File: config.mk
export PLATFORM = sky130hd
export DESIGN_NAME = rbcp_reg_slave
export DESIGN_NICKNAME = d
export VERILOG_FILES = /design/src/rtl/rbcp_reg_pkg.sv /design/src/rtl/rbcp_evt_latch.sv /design/src/rtl/rbcp_reg_slave.sv
export SDC_FILE = /design/constraint.sdc
export NUM_CORES = 1
export LEC_CHECK = 0
export BUFFER_PORTS_ARGS = -buffer_cell sky130_fd_sc_hd__buf_2
export CORE_MARGIN = 2
export CORE_UTILIZATION = 40
export DETAILED_ROUTE_END_ITERATION = 16
export PLACE_DENSITY = 0.67
export SLEW_MARGIN = 25
export SYNTH_ARGS = -nofsm -noshare
export SYNTH_HDL_FRONTEND = slang
export SYNTH_SLANG_ARGS = --single-unit
File: constraint.sdc
create_clock -name CLK -period 1.17 [get_ports CLK]
set_input_delay 0.234 -clock CLK [delete_from_list [all_inputs] [get_ports CLK]]
set_output_delay 0.234 -clock CLK [all_outputs]
set_load 0.02 [all_outputs]
File: src/rtl/rbcp_reg_pkg.sv
// Shared constants for the RBCP register slave: register offsets within the
// 16-byte window, the number of control bytes and the default ID byte.
package rbcp_reg_pkg;

  localparam logic [3:0] OFS_CTRL0  = 4'h0;
  localparam logic [3:0] OFS_STATUS = 4'h8;
  localparam logic [3:0] OFS_EVT    = 4'h9;
  localparam logic [3:0] OFS_PULSE  = 4'hA;
  localparam logic [3:0] OFS_ID     = 4'hB;

  localparam int NUM_CTRL = 8;

  localparam logic [7:0] ID_CODE_DEF = 8'hD5;

endpackage

File: src/rtl/rbcp_evt_latch.sv
// 8-bit sticky event latch, cleared by a read; an event arriving in the same
// cycle as the clear survives it.
module rbcp_evt_latch (
  input  logic       clk,
  input  logic       rst_n,
  input  logic [7:0] evt_set,
  input  logic       rd_clr,
  output logic [7:0] evt_q
);

  logic [7:0] evt_reg;
  logic [7:0] evt_next;

  always_comb begin
    evt_next = (rd_clr ? 8'h00 : evt_reg) | evt_set;
  end

  always_ff @(posedge clk or negedge rst_n) begin
    if (!rst_n) begin
      evt_reg <= 8'h00;
    end else begin
      evt_reg <= evt_next;
    end
  end

  assign evt_q = evt_reg;

endmodule

File: src/rtl/rbcp_reg_slave.sv
// SiTCP RBCP responder: decodes a 16-byte window and answers each accepted
// single-byte strobe with a one-cycle LOC_ACK one clock later.
module rbcp_reg_slave
  import rbcp_reg_pkg::*;
#(
  parameter logic [31:0] BASE_ADDR = 32'h0000_0000,
  parameter logic [7:0]  ID_CODE   = ID_CODE_DEF,
  parameter logic [63:0] CTRL_RST  = 64'h0
) (
  input  logic        CLK,
  input  logic        RSTn,
  input  logic        LOC_ACT,
  input  logic [31:0] LOC_ADDR,
  input  logic [7:0]  LOC_WD,
  input  logic        LOC_WE,
  input  logic        LOC_RE,
  output logic        LOC_ACK,
  output logic [7:0]  LOC_RD,
  output logic [63:0] CTRL_REG,
  input  logic [7:0]  STATUS_IN,
  input  logic [7:0]  EVENT_IN,
  output logic [7:0]  PULSE_OUT
);

  logic       hit;
  logic       acc;
  logic       wr_stb;
  logic       rd_stb;
  logic [3:0] ofs;
  logic [7:0] evt_q;
  logic [7:0] rd_next;
  logic [7:0] rd_reg;
  logic [7:0] pulse_next;
  logic [7:0] pulse_reg;
  logic       ack_reg;

  assign ofs    = LOC_ADDR[3:0];
  assign hit    = (LOC_ADDR[31:4] == BASE_ADDR[31:4]);
  assign acc    = LOC_ACT & (LOC_WE | LOC_RE) & hit;
  // A combined write+read strobe is treated purely as a write.
  assign wr_stb = acc & LOC_WE;
  assign rd_stb = acc & ~LOC_WE & LOC_RE;

  genvar gi;
  generate
    for (gi = 0; gi < NUM_CTRL; gi++) begin : g_ctrl
      logic [7:0] byte_reg;

      always_ff @(posedge CLK or negedge RSTn) begin
        if (!RSTn) begin
          byte_reg <= CTRL_RST[8*gi +: 8];
        end else if (wr_stb && ofs == (OFS_CTRL0 + 4'(gi))) begin
          byte_reg <= LOC_WD;
        end
      end

      assign CTRL_REG[8*gi +: 8] = byte_reg;
    end
  endgenerate

  rbcp_evt_latch u_evt (
    .clk     (CLK),
    .rst_n   (RSTn),
    .evt_set (EVENT_IN),
    .rd_clr  (rd_stb && ofs == OFS_EVT),
    .evt_q   (evt_q)
  );

  // Read data is zero unless a read was accepted, so LOC_RD idles at 0x00.
  always_comb begin
    rd_next = 8'h00;
    if (rd_stb) begin
      case (ofs)
        OFS_STATUS: rd_next = STATUS_IN;
        OFS_EVT:    rd_next = evt_q;
        OFS_ID:     rd_next = ID_CODE;
        default: begin
          if (!ofs[3]) begin
            rd_next = CTRL_REG[{ofs[2:0], 3'b000} +: 8];
          end
        end
      endcase
    end
  end

  always_comb begin
    pulse_next = 8'h00;
    if (wr_stb && ofs == OFS_PULSE) begin
      pulse_next = LOC_WD;
    end
  end

  always_ff @(posedge CLK or negedge RSTn) begin
    if (!RSTn) begin
      ack_reg   <= 1'b0;
      rd_reg    <= 8'h00;
      pulse_reg <= 8'h00;
    end else begin
      ack_reg   <= acc;
      rd_reg    <= rd_next;
      pulse_reg <= pulse_next;
    end
  end

  assign LOC_ACK   = ack_reg;
  assign LOC_RD    = rd_reg;
  assign PULSE_OUT = pulse_reg;

endmodule
== Word level (Yosys, flattened, before mapping) ==
Index checks and enable logic that the tools add are counted.

* Bits in registers: 89
* Input port bits: 61
* Output and inout port bits: 81
* Word-level logic and storage cells: 49

* Equality and inequality tests: 11
* Shifts and indexed selects: 1
* Mux-type cells: 5
* Bitwise gates (word level): 8
* Reduce and logical (&&, ||, !) cells: 12

{| class="wikitable"
|+ Operators by type and width
! operator !! count
|-
| $shiftx A64 B7 Y8 || 1
|-
| $mux W8 || 4
|-
| $logic_not A28 Y1 || 1
|-
| $pmux W8 S3 || 1
|-
| $eq A4 B3 Y1 const B || 4
|-
| $eq A4 B4 Y1 const B || 4
|-
| $logic_and A1 B1 Y1 || 10
|-
| $eq A4 B2 Y1 const B || 2
|-
| $or A8 B8 Y8 || 1
|-
| $and A1 B1 Y1 || 5
|-
| $eq A4 B1 Y1 const B || 1
|-
| $logic_not A4 Y1 || 1
|-
| $not A1 Y1 || 1
|-
| $or A1 B1 Y1 || 1
|}

== Logic depth before layout (Yosys ltp) ==
Gate-level depths: netlist of run 1.

* Depth in word-level cells: 8
* Mapped depth: 6
* Depth with buffers taken out: 4

== Modules after synthesis ==
Synthesis of run 1 repeated with hierarchy kept, for this count alone.

* Cell total of the unflattened synthesis: 278
* Area, all modules: 4207.8 µm²

{| class="wikitable"
|+ By module, submodules not included
! module !! times used !! cells each !! area an instance (µm²) !! seq. area each (µm²)
|-
| rbcp_reg_slave || 1 || 261 || 3943.8 || 2026.9
|-
| rbcp_evt_latch || 1 || 17 || 264.0 || 200.2
|}

== Least setup slack after synthesis of run 1 ==
No wires, ideal clock.

* Kind: input port to flip-flop
* Start point: in LOC_ADDR[10]
* End point: reg g_ctrl[4].byte_reg[3]
* Setup time: 0.128 ns
* Arrival time: 1.709 ns
* Data required time: 1.042 ns
* Slack: -0.667 ns
* Stages: 5
* Buffers on the path: 1
* Cell sequence: or4_4 > nor4_4 > buf_6 > nand4_4 > mux2_1

* Longest elaborated chain between the ends: 4

{| class="wikitable"
|+ Ends and longest elaborated chain
! item !! line !! RTL
|-
| start, declared || rbcp_reg_slave.sv:13 || <nowiki>input logic [31:0] LOC_ADDR,</nowiki>
|-
| $logic_not A28 Y1 || rbcp_reg_slave.sv:38 || <nowiki>assign hit = (LOC_ADDR[31:4] == BASE_ADDR[31:4]);</nowiki>
|-
| $and A1 B1 Y1 || rbcp_reg_slave.sv:39 || <nowiki>assign acc = LOC_ACT & (LOC_WE | LOC_RE) & hit;</nowiki>
|-
| $and A1 B1 Y1 || rbcp_reg_slave.sv:41 || <nowiki>assign wr_stb = acc & LOC_WE;</nowiki>
|-
| $logic_and A1 B1 Y1 || rbcp_reg_slave.sv:52 || <nowiki>end else if (wr_stb && ofs == (OFS_CTRL0 + 4'(gi))) begin</nowiki>
|-
| end signal, assigned || rbcp_reg_slave.sv:51 || <nowiki>byte_reg <= CTRL_RST[8*gi +: 8];</nowiki>
|-
| end, declared || rbcp_reg_slave.sv:47 || <nowiki>logic [7:0] byte_reg;</nowiki>
|}

Every way passes these cells.
A chain may end at the register's enable or synchronous reset.

== Worst setup path after layout of run 1 ==
* Start point: in LOC_ADDR[10]
* End point: reg g_ctrl[7].byte_reg[4]

* Longest elaborated chain between the ends: 4

{| class="wikitable"
|+ Ends and longest elaborated chain
! item !! line
|-
| $logic_not A28 Y1 || rbcp_reg_slave.sv:38
|-
| $and A1 B1 Y1 || rbcp_reg_slave.sv:39
|-
| $and A1 B1 Y1 || rbcp_reg_slave.sv:41
|-
| $logic_and A1 B1 Y1 || rbcp_reg_slave.sv:52
|-
| end signal, assigned || rbcp_reg_slave.sv:51
|-
| end, declared || rbcp_reg_slave.sv:47
|}

Every way passes these cells.

==> impl_metrics.yaml, run 1 <==
sta:
  rsz0062_at_grt: "true"
  finalClockSkew_ps: 7.16
  worst_slack_ps: -481
  setup_viol: 148
  period_needed_ps: 1650
  hold_violations: 0
  maxSlewViolCount: 0
  max_slew_margin_pct: 74.3
  tightest_slew_ps: 384
  fmax_mhz: 606
  finalCritPeriodShare_pct: 141
drt:
  via_per_inst: 5.15
  vias: 3469
  drc: 0
  drt-total-wl_um: 12900
  dr.pass1.iters: 4
  wire_per_inst_um: 19.1
  drt_iter0_markers: 163
  ant_nets: 0
global_route:
  grt_util_met3_pct: 5.50
  use_met2_pct: 40.2
  top_usage_layer: "met2"
  first_global_vias: 3779
  grtUsageTotal_pct: 24.0
  grt_pass1_wl_um: 20300
  use_met1_pct: 31.4
  grt_remaining_overflow: 0
  grt_start_max_net_pins: 26
  antenna_found_initial: 0
floorplanning:
  die_h_um: 105
  die_x_um: 105
  start_util_pct: 41.6
  boundaryPins: 142
  std_cell_rows: 36
  dieArea_um2: 11100
  core-area_um2: 9860
finish:
  nets: 598
  regArea_um2: 2230
  multi_input_area_um2: 1930
  area_delta_synth_final_pct: 69.4
  largest_reg_flops: 64
  drive_gt1_share_pct: 69.9
  final_cells: 674
  diodes: 0
  nFillCells: 654
cts:
  clkLatencyLatePin_ps: 350
  cts_sinks: 89
  numCtsBuffers: 9
  cts_root_buf: "clkbuf_8"
  clk_pin_slew_ps: 90
  clk_path_buf_depth: 2
  cts_tree: "yes"
  ctsHtreeMaxLevel: 3
synthesis:
  synthCells: 280
  syn_avg_cell_area_um2: 14.7
  ys_ff_latch: 89
  synth_edf_count: 0
  synthTopCellsByArea: "dfrtp_1, mux2_2, mux4_2"
  yosys_warnings: 0
  synthTopCellsByCount: "dfrtp_1, mux2_2, mux4_2"
  synthDistinctLibCells: 33
  synth_top_cell_by_area: "dfrtp_1"
  syn-num-nets: 341
  yosys.area.top_type_share_pct: 54.3
  ys_seq_area_share_pct: 54.3
  async_flop_share_pct: 100
  syn_area_um2: 4100
  synth_most_common_cell: "dfrtp_1"
  synth-main-ff-cell: "dfrtp_1"
worst_setup_path:
  cp.arrival_ps: 1890
  max_stage_delay_ps: 530
  regToRegStartpoint: "g_ctrl[7].byte_reg[6]$_DFFE_PN0P_"
  path_common_cell: "buf_6"
  crit_path_start_kind: "primary input"
  critPathSlowestCell: "or4_4"
  path_max_fanout: 7
  startpoint: "LOC_ADDR[10]"
  crit_chain: "buf_6, or4_4, nor4_4, buf_12, buf_4, nand4_4, buf_6, mux2_2"
  end_kind: "flop"
  worst-path-buf-inv: 4
  worstSetupPathType: "primary input to flop"
  cp.required_ps: 1410
  cp_top_family: "simple AND/OR/NAND/NOR gates"
flow_run:
  max_cap_viol_count: 0
placed_design:
  io_buffer_count: 141
  dp_cells: 640
  hpwl_um: 9050
  place_congestion: 0.843
power_and_ir_drop:
  power-per-cell-area_nw_per_um2: 804
  p_leak_uw: 0.00360
  total_power_uw: 5590
  vdd_drop_max_v: 0.000655
hold_path:
  hold_path.startpoint: "EVENT_IN[3]"
  hold_path.class: "primary input to flop"
outcome:
  violations: "setup timing"
  outcome: "finished, violations left"
-- layout by cell type, fill, tap and decap left out, types with 5 or more instances in the layout --
cell type / synthesis / routed
buf_6: 1 / 136
dfrtp_1: 89 / 89
buf_2: 4 / 74
mux2_2: 58 / 56
buf_4: 1 / 33
mux4_2: 16 / 16
buf_12: 0 / 14
a21o_1: 12 / 12
nand4_4: 6 / 9
clkbuf_8: 0 / 9
nand2_1: 8 / 8
mux2_4: 0 / 8
a21oi_2: 0 / 7
nor3_1: 6 / 6
and3_1: 6 / 6
nor2b_1: 5 / 5
-- power breakdown --
part | internal, uW | leakage [uW] | switching (uW)
registers | 3070 | 0.00120 | 0.00000646
clock network | 986 | 0.0000860 | 1070
logic | 207 | 0.00232 | 252
total | 4270 | 0.00360 | 1330
-- worst reg2reg max path, cell delays in order (launching register included) --
cell and delay [ps]:
dfrtp_1 400, mux4_2 500, a22oi_2 190, o21ai_1 80, nor2b_1 130
-- final cells by class --
cell class / count / area share (%)
well taps: 133 / 2.39
flip-flops and latches: 89 / 32.0
multi-input cells: 179 / 27.8
clock inverters: 4 / 0.774
repair buffers: 258 / 35.1
clock buffers: 11 / 1.89
-- kinds of logic (layout without fill, tap and decap cells) --
kind of cell | after synthesis | after routing | synth area share [%]
simple gates | 62 | 62 | 11.9
buf+inv | 12 | 273 | 1.49
compound gates | 34 | 34 | 5.24
mux | 83 | 83 | 27.1
flops | 89 | 89 | 54.3
-- worst paths after layout --
check,end,slack [ps],cells past startpoint
min in group asynchronous,PULSE_OUT[3]$_DFF_PN0_,330,2
setup reg to reg,LOC_RD[6]$_DFF_PN0_,-230,4
hold reg to reg,u_evt.evt_q[5]$_DFF_PN0_,490,1
setup / recovery,g_ctrl[7].byte_reg[4]$_DFFE_PN0P_,-480,8
max in group asynchronous,g_ctrl[2].byte_reg[6]$_DFFE_PN0P_,360,3
hold / removal,u_evt.evt_q[3]$_DFF_PN0_,60,2
-- per-stage QoR --
stage	util (%)	hold WS, ps	setup WS (ps)	instance area, um2	setup TNS [ps]
after detailed placement	58.4	175	-923	5770	-69250
after CTS	70.0	45.9	-480	6910	-39050
after global placement	58.4	172	-915	5770	-68590
after floorplan	-	-61.6	-666	4110	-51100
final	70.5	57.5	-481	6950	-39430
after global routing	70.5	37.1	-509	6950	-44970
-- routing by layer --
layer / up-vias / wire (um)
met4: 0 / 206
met5: - / 0
li1: 1575 / -
met1: 1762 / 5470
met2: 116 / 6560
met3: 16 / 647
-- what timing repair did --
action | 4_1_cts | 5_1_grt
setup endpoints to repair | 151 | 153
setup buffers | 16 | 5
pin swaps | 10 | 1
hold buffers | 1 | 0
resized for setup | 222 | 10
hold endpoints to repair | 21 | 0
Power figures use the tool's default switching activity.
==> run 2: changes to the inputs <==
--- a/config.mk
+++ b/config.mk
@@ -5,11 +5,12 @@
 export SDC_FILE = /design/constraint.sdc
 export NUM_CORES = 1
 export LEC_CHECK = 0
+export ABC_AREA = 1
 export BUFFER_PORTS_ARGS = -buffer_cell sky130_fd_sc_hd__buf_2
 export CORE_MARGIN = 2
 export CORE_UTILIZATION = 40
 export DETAILED_ROUTE_END_ITERATION = 16
-export PLACE_DENSITY = 0.67
+export PLACE_DENSITY = 0.65
 export SLEW_MARGIN = 25
 export SYNTH_ARGS = -nofsm -noshare
 export SYNTH_HDL_FRONTEND = slang
==> impl_metrics.yaml, run 2 <==
worst_setup_path:
  crit_chain: "buf_6, buf_6"
  crit_path_start_kind: "flop"
  worstSetupPathType: "flop to primary output"
  path_common_cell: "buf_6"
  cp.arrival_ps: 1010
  worst-path-buf-inv: 2
  path_max_fanout: 2
  cp_top_family: "flip-flops"
  end_kind: "primary output"
  max_stage_delay_ps: 410
  cp.required_ps: 940
  critPathSlowestCell: "dfrtp_1"
floorplanning:
  std_cell_rows: 39
  dieArea_um2: 12500
  start_util_pct: 40.8
  boundaryPins: 142
  core-area_um2: 11400
  die_x_um: 112
  die_h_um: 112
sta:
  finalClockSkew_ps: 7.52
  setup_viol: 21
  finalCritPeriodShare_pct: 106
  period_needed_ps: 1240
  hold_violations: 0
  max_slew_margin_pct: 72.7
  maxSlewViolCount: 0
  rsz0062_at_grt: "true"
  tightest_slew_ps: 409
  worst_slack_ps: -73.8
  fmax_mhz: 804
  holdWs_ps: 71.6
placed_design:
  place_ws_ps: -401
  io_buffer_count: 141
  place_congestion: 0.959
  dpl_cell_area_um2: 5990
  dp_cells: 958
  hpwl_um: 11200
global_route:
  grtUsageTotal_pct: 25.1
  grt_remaining_overflow: 0
  grt_pass1_wl_um: 24800
  first_global_vias: 4956
  antenna_found_initial: 0
  grt_start_max_net_pins: 57
synthesis:
  synth_most_common_cell: "nand2_1"
  syn-num-nets: 695
  synth_top_cell_by_area: "dfrtp_1"
  ys_ff_latch: 89
  synthTopCellsByArea: "dfrtp_1, nand2_1, nand4_1"
  synth_edf_count: 0
  synthDistinctLibCells: 17
  yosys.area.top_type_share_pct: 48.0
  synthTopCellsByCount: "nand2_1, dfrtp_1, nor2_1"
  synth-main-ff-cell: "dfrtp_1"
  syn_avg_cell_area_um2: 7.32
  syn_area_um2: 4640
  async_flop_share_pct: 100
  synthCells: 634
  ys_seq_area_share_pct: 48.0
  yosys_warnings: 0
flow_run:
  max_cap_viol_count: 0
drt:
  wire_per_inst_um: 15.8
  top_layer: "met4"
  drt-total-wl_um: 15400
  wl_met1_um: 6350
  drt_iter0_markers: 337
  dr.pass1.iters: 5
  via_per_inst: 5.20
  dr_wl_met3_um: 1090
  vias: 5085
  met2_length_um: 7590
  ant_nets: 0
  drc: 0
outcome:
  violations: "setup timing"
  outcome: "finished, violations left"
finish:
  diodes: 0
  drive_gt1_share_pct: 33.4
  final_cells: 978
  nets: 891
  mostFrequentLayoutCells: "nand2_1, buf_2, dfrtp_1, nor2_1, buf_6"
  largest_reg_flops: 64
  final_area_um2: 6790
  area_delta_synth_final_pct: 46.4
  final_common_cell: "nand2_1"
cts:
  numCtsBuffers: 9
  clk_path_buf_depth: 2
  ctsHtreeMaxLevel: 3
  cts_root_buf: "clkbuf_16"
  clkLatencyLatePin_ps: 350
  cts_tree: "yes"
  clk_pin_slew_ps: 70
  cts_sinks: 89
power_and_ir_drop:
  power-per-cell-area_nw_per_um2: 1020
  vdd_drop_max_v: 0.000666
  p_leak_uw: 0.00373
hold_path:
  hold_path.class: "primary input to flop"
## run 2: logic make-up after synthesis
family                 Yosys count  synth area share [%]
flip-flops                      89                  48.0
buffers and inverters           65                  6.77
AND/OR/NAND/NOR                461                  43.2
AO/OA/AOI/OAI                   19                  2.05
## run 2: worst min-delay path: cells and delay by family
| kind | cells | cell delay, ps |
|---|---|---|
| simple gates | 1 | 50 |
| buf+inv | 2 | 110 |
## run 2: layer usage
| layer | vias to the layer above | track usage (%) |
|---|---|---|
| li1 | 2429 | - |
| met3 | 33 | 4.08 |
| met2 | 204 | 42.0 |
| met5 | - | 0 |
| met4 | 0 | 9.22 |
| met1 | 2419 | 33.1 |
## run 2: path summary, 6_finish.rpt
check | startpoint | slack, ps | to | cells past startpoint
worst min-delay path | EVENT_IN[5] | 70 | u_evt.evt_q[5]$_DFF_PN0_ | 3
max in group asynchronous | RSTn | 460 | g_ctrl[4].byte_reg[5]$_DFFE_PN0P_ | 3
worst max-delay path | g_ctrl[6].byte_reg[0]$_DFFE_PN0P_ | -70 | CTRL_REG[48] | 2
min in group asynchronous | RSTn | 400 | LOC_ACK$_DFF_PN0_ | 3
worst min register to register | u_evt.evt_q[7]$_DFF_PN0_ | 480 | u_evt.evt_q[7]$_DFF_PN0_ | 2
worst max register to register | g_ctrl[6].byte_reg[5]$_DFFE_PN0P_ | 30 | LOC_RD[5]$_DFF_PN0_ | 6
## run 2: area by class of cell
type                       count  area, um2
timing repair buffer         219       1720
multi-input combinational    480       2220
tap                          143        179
inverter                      31        116
fill                        1031       4580
clock buffer                   9        225
clock inverter                 7        103
sequential                    89       2230
## run 2: repair_timing
action / 4_1_cts / 5_1_grt
pin swaps: 0 / 1
endpoints found under the hold margin: 89 / 0
cloned: 0 / 0
endpoints found under the setup margin: 58 / 127
resized for setup: 84 / 51
buffers inserted: 3 / 6
hold buffers: 1 / 0
## run 2: power by group
group | internal (uW) | switching, uW
clock network | 1900 | 1290
registers | 3080 | 0.00000719
logic | 222 | 412
total | 5200 | 1700
## run 2: through the flow
stage | total power (uW) | utilization, % | setup TNS [ps]
after floorplan | 3400 | - | -7930
after global placement | 3730 | 52.7 | -25890
after detailed placement | 3740 | 52.7 | -27720
after CTS | 6900 | 57.9 | -1000
after global routing | 7120 | 59.7 | -4840
final | 6900 | 59.7 | -997
==> run 3: changes to the inputs <==
--- a/config.mk
+++ b/config.mk
@@ -10,7 +10,9 @@
 export CORE_MARGIN = 2
 export CORE_UTILIZATION = 40
 export DETAILED_ROUTE_END_ITERATION = 16
+export MAX_ROUTING_LAYER = met4
 export PLACE_DENSITY = 0.65
+export SETUP_SLACK_MARGIN = 0.15
 export SLEW_MARGIN = 25
 export SYNTH_ARGS = -nofsm -noshare
 export SYNTH_HDL_FRONTEND = slang
==> impl_metrics.yaml, run 3 (synthesis results as in run 2) <==
outcome:
  outcome: "finished, violations left"
  violations: "setup timing"
sta:
  tns_ps: -3580
  worst_slack_ps: -109
  rsz0062_at_grt: "true"
  fmax_mhz: 782
  maxSlewViolCount: 0
  period_needed_ps: 1280
  setup_viol: 83
  max_slew_margin_pct: 72.0
  tightest_slew_ps: 420
  finalCritPeriodShare_pct: 109
  finalClockSkew_ps: 6.09
  hold_violations: 0
finish:
  nFillCells: 818
  final_common_cell: "nand2_1"
  drive_gt1_share_pct: 50.2
  mostFrequentLayoutCells: "nand2_1, buf_6, dfrtp_1, buf_4, nand2_2"
  area_delta_synth_final_pct: 74.3
  largest_reg_flops: 64
  nets: 946
  diodes: 0
  fin_util_pct: 71.1
cts:
  cts_sinks: 89
  clk_pin_slew_ps: 60
  clkLatencyLatePin_ps: 360
  cts_tree: "yes"
  numCtsBuffers: 9
  ctsHtreeMaxLevel: 3
  clk_path_buf_depth: 2
  cts_root_buf: "clkbuf_16"
global_route:
  grt_pass1_wl_um: 27200
  top_usage_layer: "met2"
  first_global_vias: 5390
  use_met2_pct: 43.6
  grt_remaining_overflow: 0
  antenna_found_initial: 0
  grt_util_met3_pct: 6.48
  grtUsageTotal_pct: 28.3
  use_met1_pct: 36.9
  grt_start_max_net_pins: 60
drt:
  drt_iter0_markers: 456
  via_per_inst: 5.34
  ant_nets: 0
  drc: 0
  vias: 5519
  wire_per_inst_um: 17.5
  drt-total-wl_um: 18100
  dr.pass1.iters: 5
flow_run:
  max_cap_viol_count: 0
power_and_ir_drop:
  p_leak_uw: 0.00415
  vdd_drop_max_v: 0.00108
  power-per-cell-area_nw_per_um2: 850
hold_path:
  hold_path.class: "primary input to flop"
  hold_path.startpoint: "EVENT_IN[4]"
  min_path_cells: 3
  hold_end: "u_evt.evt_q[4]$_DFF_PN0_"
floorplanning:
  die_x_um: 112
  boundaryPins: 142
  dieArea_um2: 12500
  die_h_um: 112
  std_cell_rows: 39
  core-area_um2: 11400
  start_util_pct: 40.8
placed_design:
  hpwl_um: 11200
  place_congestion: 0.953
  io_buffer_count: 141
worst_setup_path:
  end_kind: "flop"
  reg2regPathDepth: 7
  reg2reg_slack_ps: 0
  path_max_fanout: 8
  crit_path_start_kind: "primary input"
  cp.required_ps: 1410
  regToRegStartpoint: "g_ctrl[7].byte_reg[0]$_DFFE_PN0P_"
  cp.arrival_ps: 1520
  timing.rr.end: "LOC_RD[0]$_DFF_PN0_"
  worstSetupPathType: "primary input to flop"
run 3: cell count changes in the layout (fill, tap and decap cells not counted), moves of 19 or more:
cell,change
nand2_2,+73
nor2_1,-26
buf_4,+28
buf_6,+57
buf_2,-44
nand2_1,-74
nor2_2,+19
run 3: layer usage:
| layer | routed length, um | vias to the layer above |
|---|---|---|
| li1 | - | 2545 |
| met1 | 7300 | 2620 |
| met2 | 8840 | 307 |
| met3 | 1430 | 47 |
| met4 | 512 | 0 |
| met5 | 0 | - |
run 3: area by class of cell:
cell class / count / area [um2] / share of cell area, %
Timing Repair Buffer: 274 / 2650 / 32.8
Multi-Input combinational cell: 480 / 2590 / 32.0
Sequential cell: 89 / 2230 / 27.6
Clock buffer: 11 / 253 / 3.12
Tap cell: 143 / 179 / 2.21
Inverter: 31 / 121 / 1.50
Clock inverter: 5 / 60.1 / 0.743
run 3: worst max-delay path by stage:
stage | startpoint | end | slack, ps | cells after the start
5_1_grt | LOC_ACT | g_ctrl[6].byte_reg[5]$_DFFE_PN0P_ | -200 | 12
6_report | LOC_ADDR[15] | g_ctrl[6].byte_reg[5]$_DFFE_PN0P_ | -110 | 11
3_5_place_dp | LOC_ADDR[29] | PULSE_OUT[1]$_DFF_PN0_ | -430 | 10
2_1_floorplan | LOC_ADDR[2] | g_ctrl[3].byte_reg[0]$_DFFE_PN0P_ | -120 | 7
3_3_place_gp | LOC_ADDR[19] | PULSE_OUT[2]$_DFF_PN0_ | -380 | 10
4_1_cts | g_ctrl[7].byte_reg[1]$_DFFE_PN0P_ | CTRL_REG[57] | -70 | 2
run 3: power by group:
| part | internal (uW) | switching [uW] | total, uW |
|---|---|---|---|
| logic | 246 | 458 | 704 |
| registers | 3080 | 0.00000821 | 3080 |
| clock network | 1780 | 1310 | 3090 |
| total | 5110 | 1770 | 6870 |
run 3: timing repair:
item	in CTS	in global routing
hold endpoints to repair	89	0
pin swaps	59	42
gates cloned	3	2
setup buffers	37	31
hold buffers	1	0
gates resized for setup	260	109
endpoints found under the setup margin	164	170
run 3: critical path, stage by stage:
cell     delay [ps]
buf_2           110
nor2_1           90
nand2_1          60
nor2_1          100
nand2_1         100
nor2_4          190
buf_12          140
buf_16          130
nand3_4         150
nand2_1         140
nand2_1          70
run 3: stage by stage:
stage / cell area (um2) / total power [uW] / setup slack [ps] / hold WS (ps) / std cells
floorplan: 4720 / 3400 / -119 / -61.6 / 634
CTS: 7490 / 6820 / -68.5 / 60.1 / 1000
global route: 8090 / 7080 / -198 / 66.2 / 1033
global placement: 5920 / 3720 / -382 / 258 / 943
finish: 8090 / 6870 / -109 / 62.1 / 1033
detailed placement: 5920 / 3740 / -426 / 267 / 943
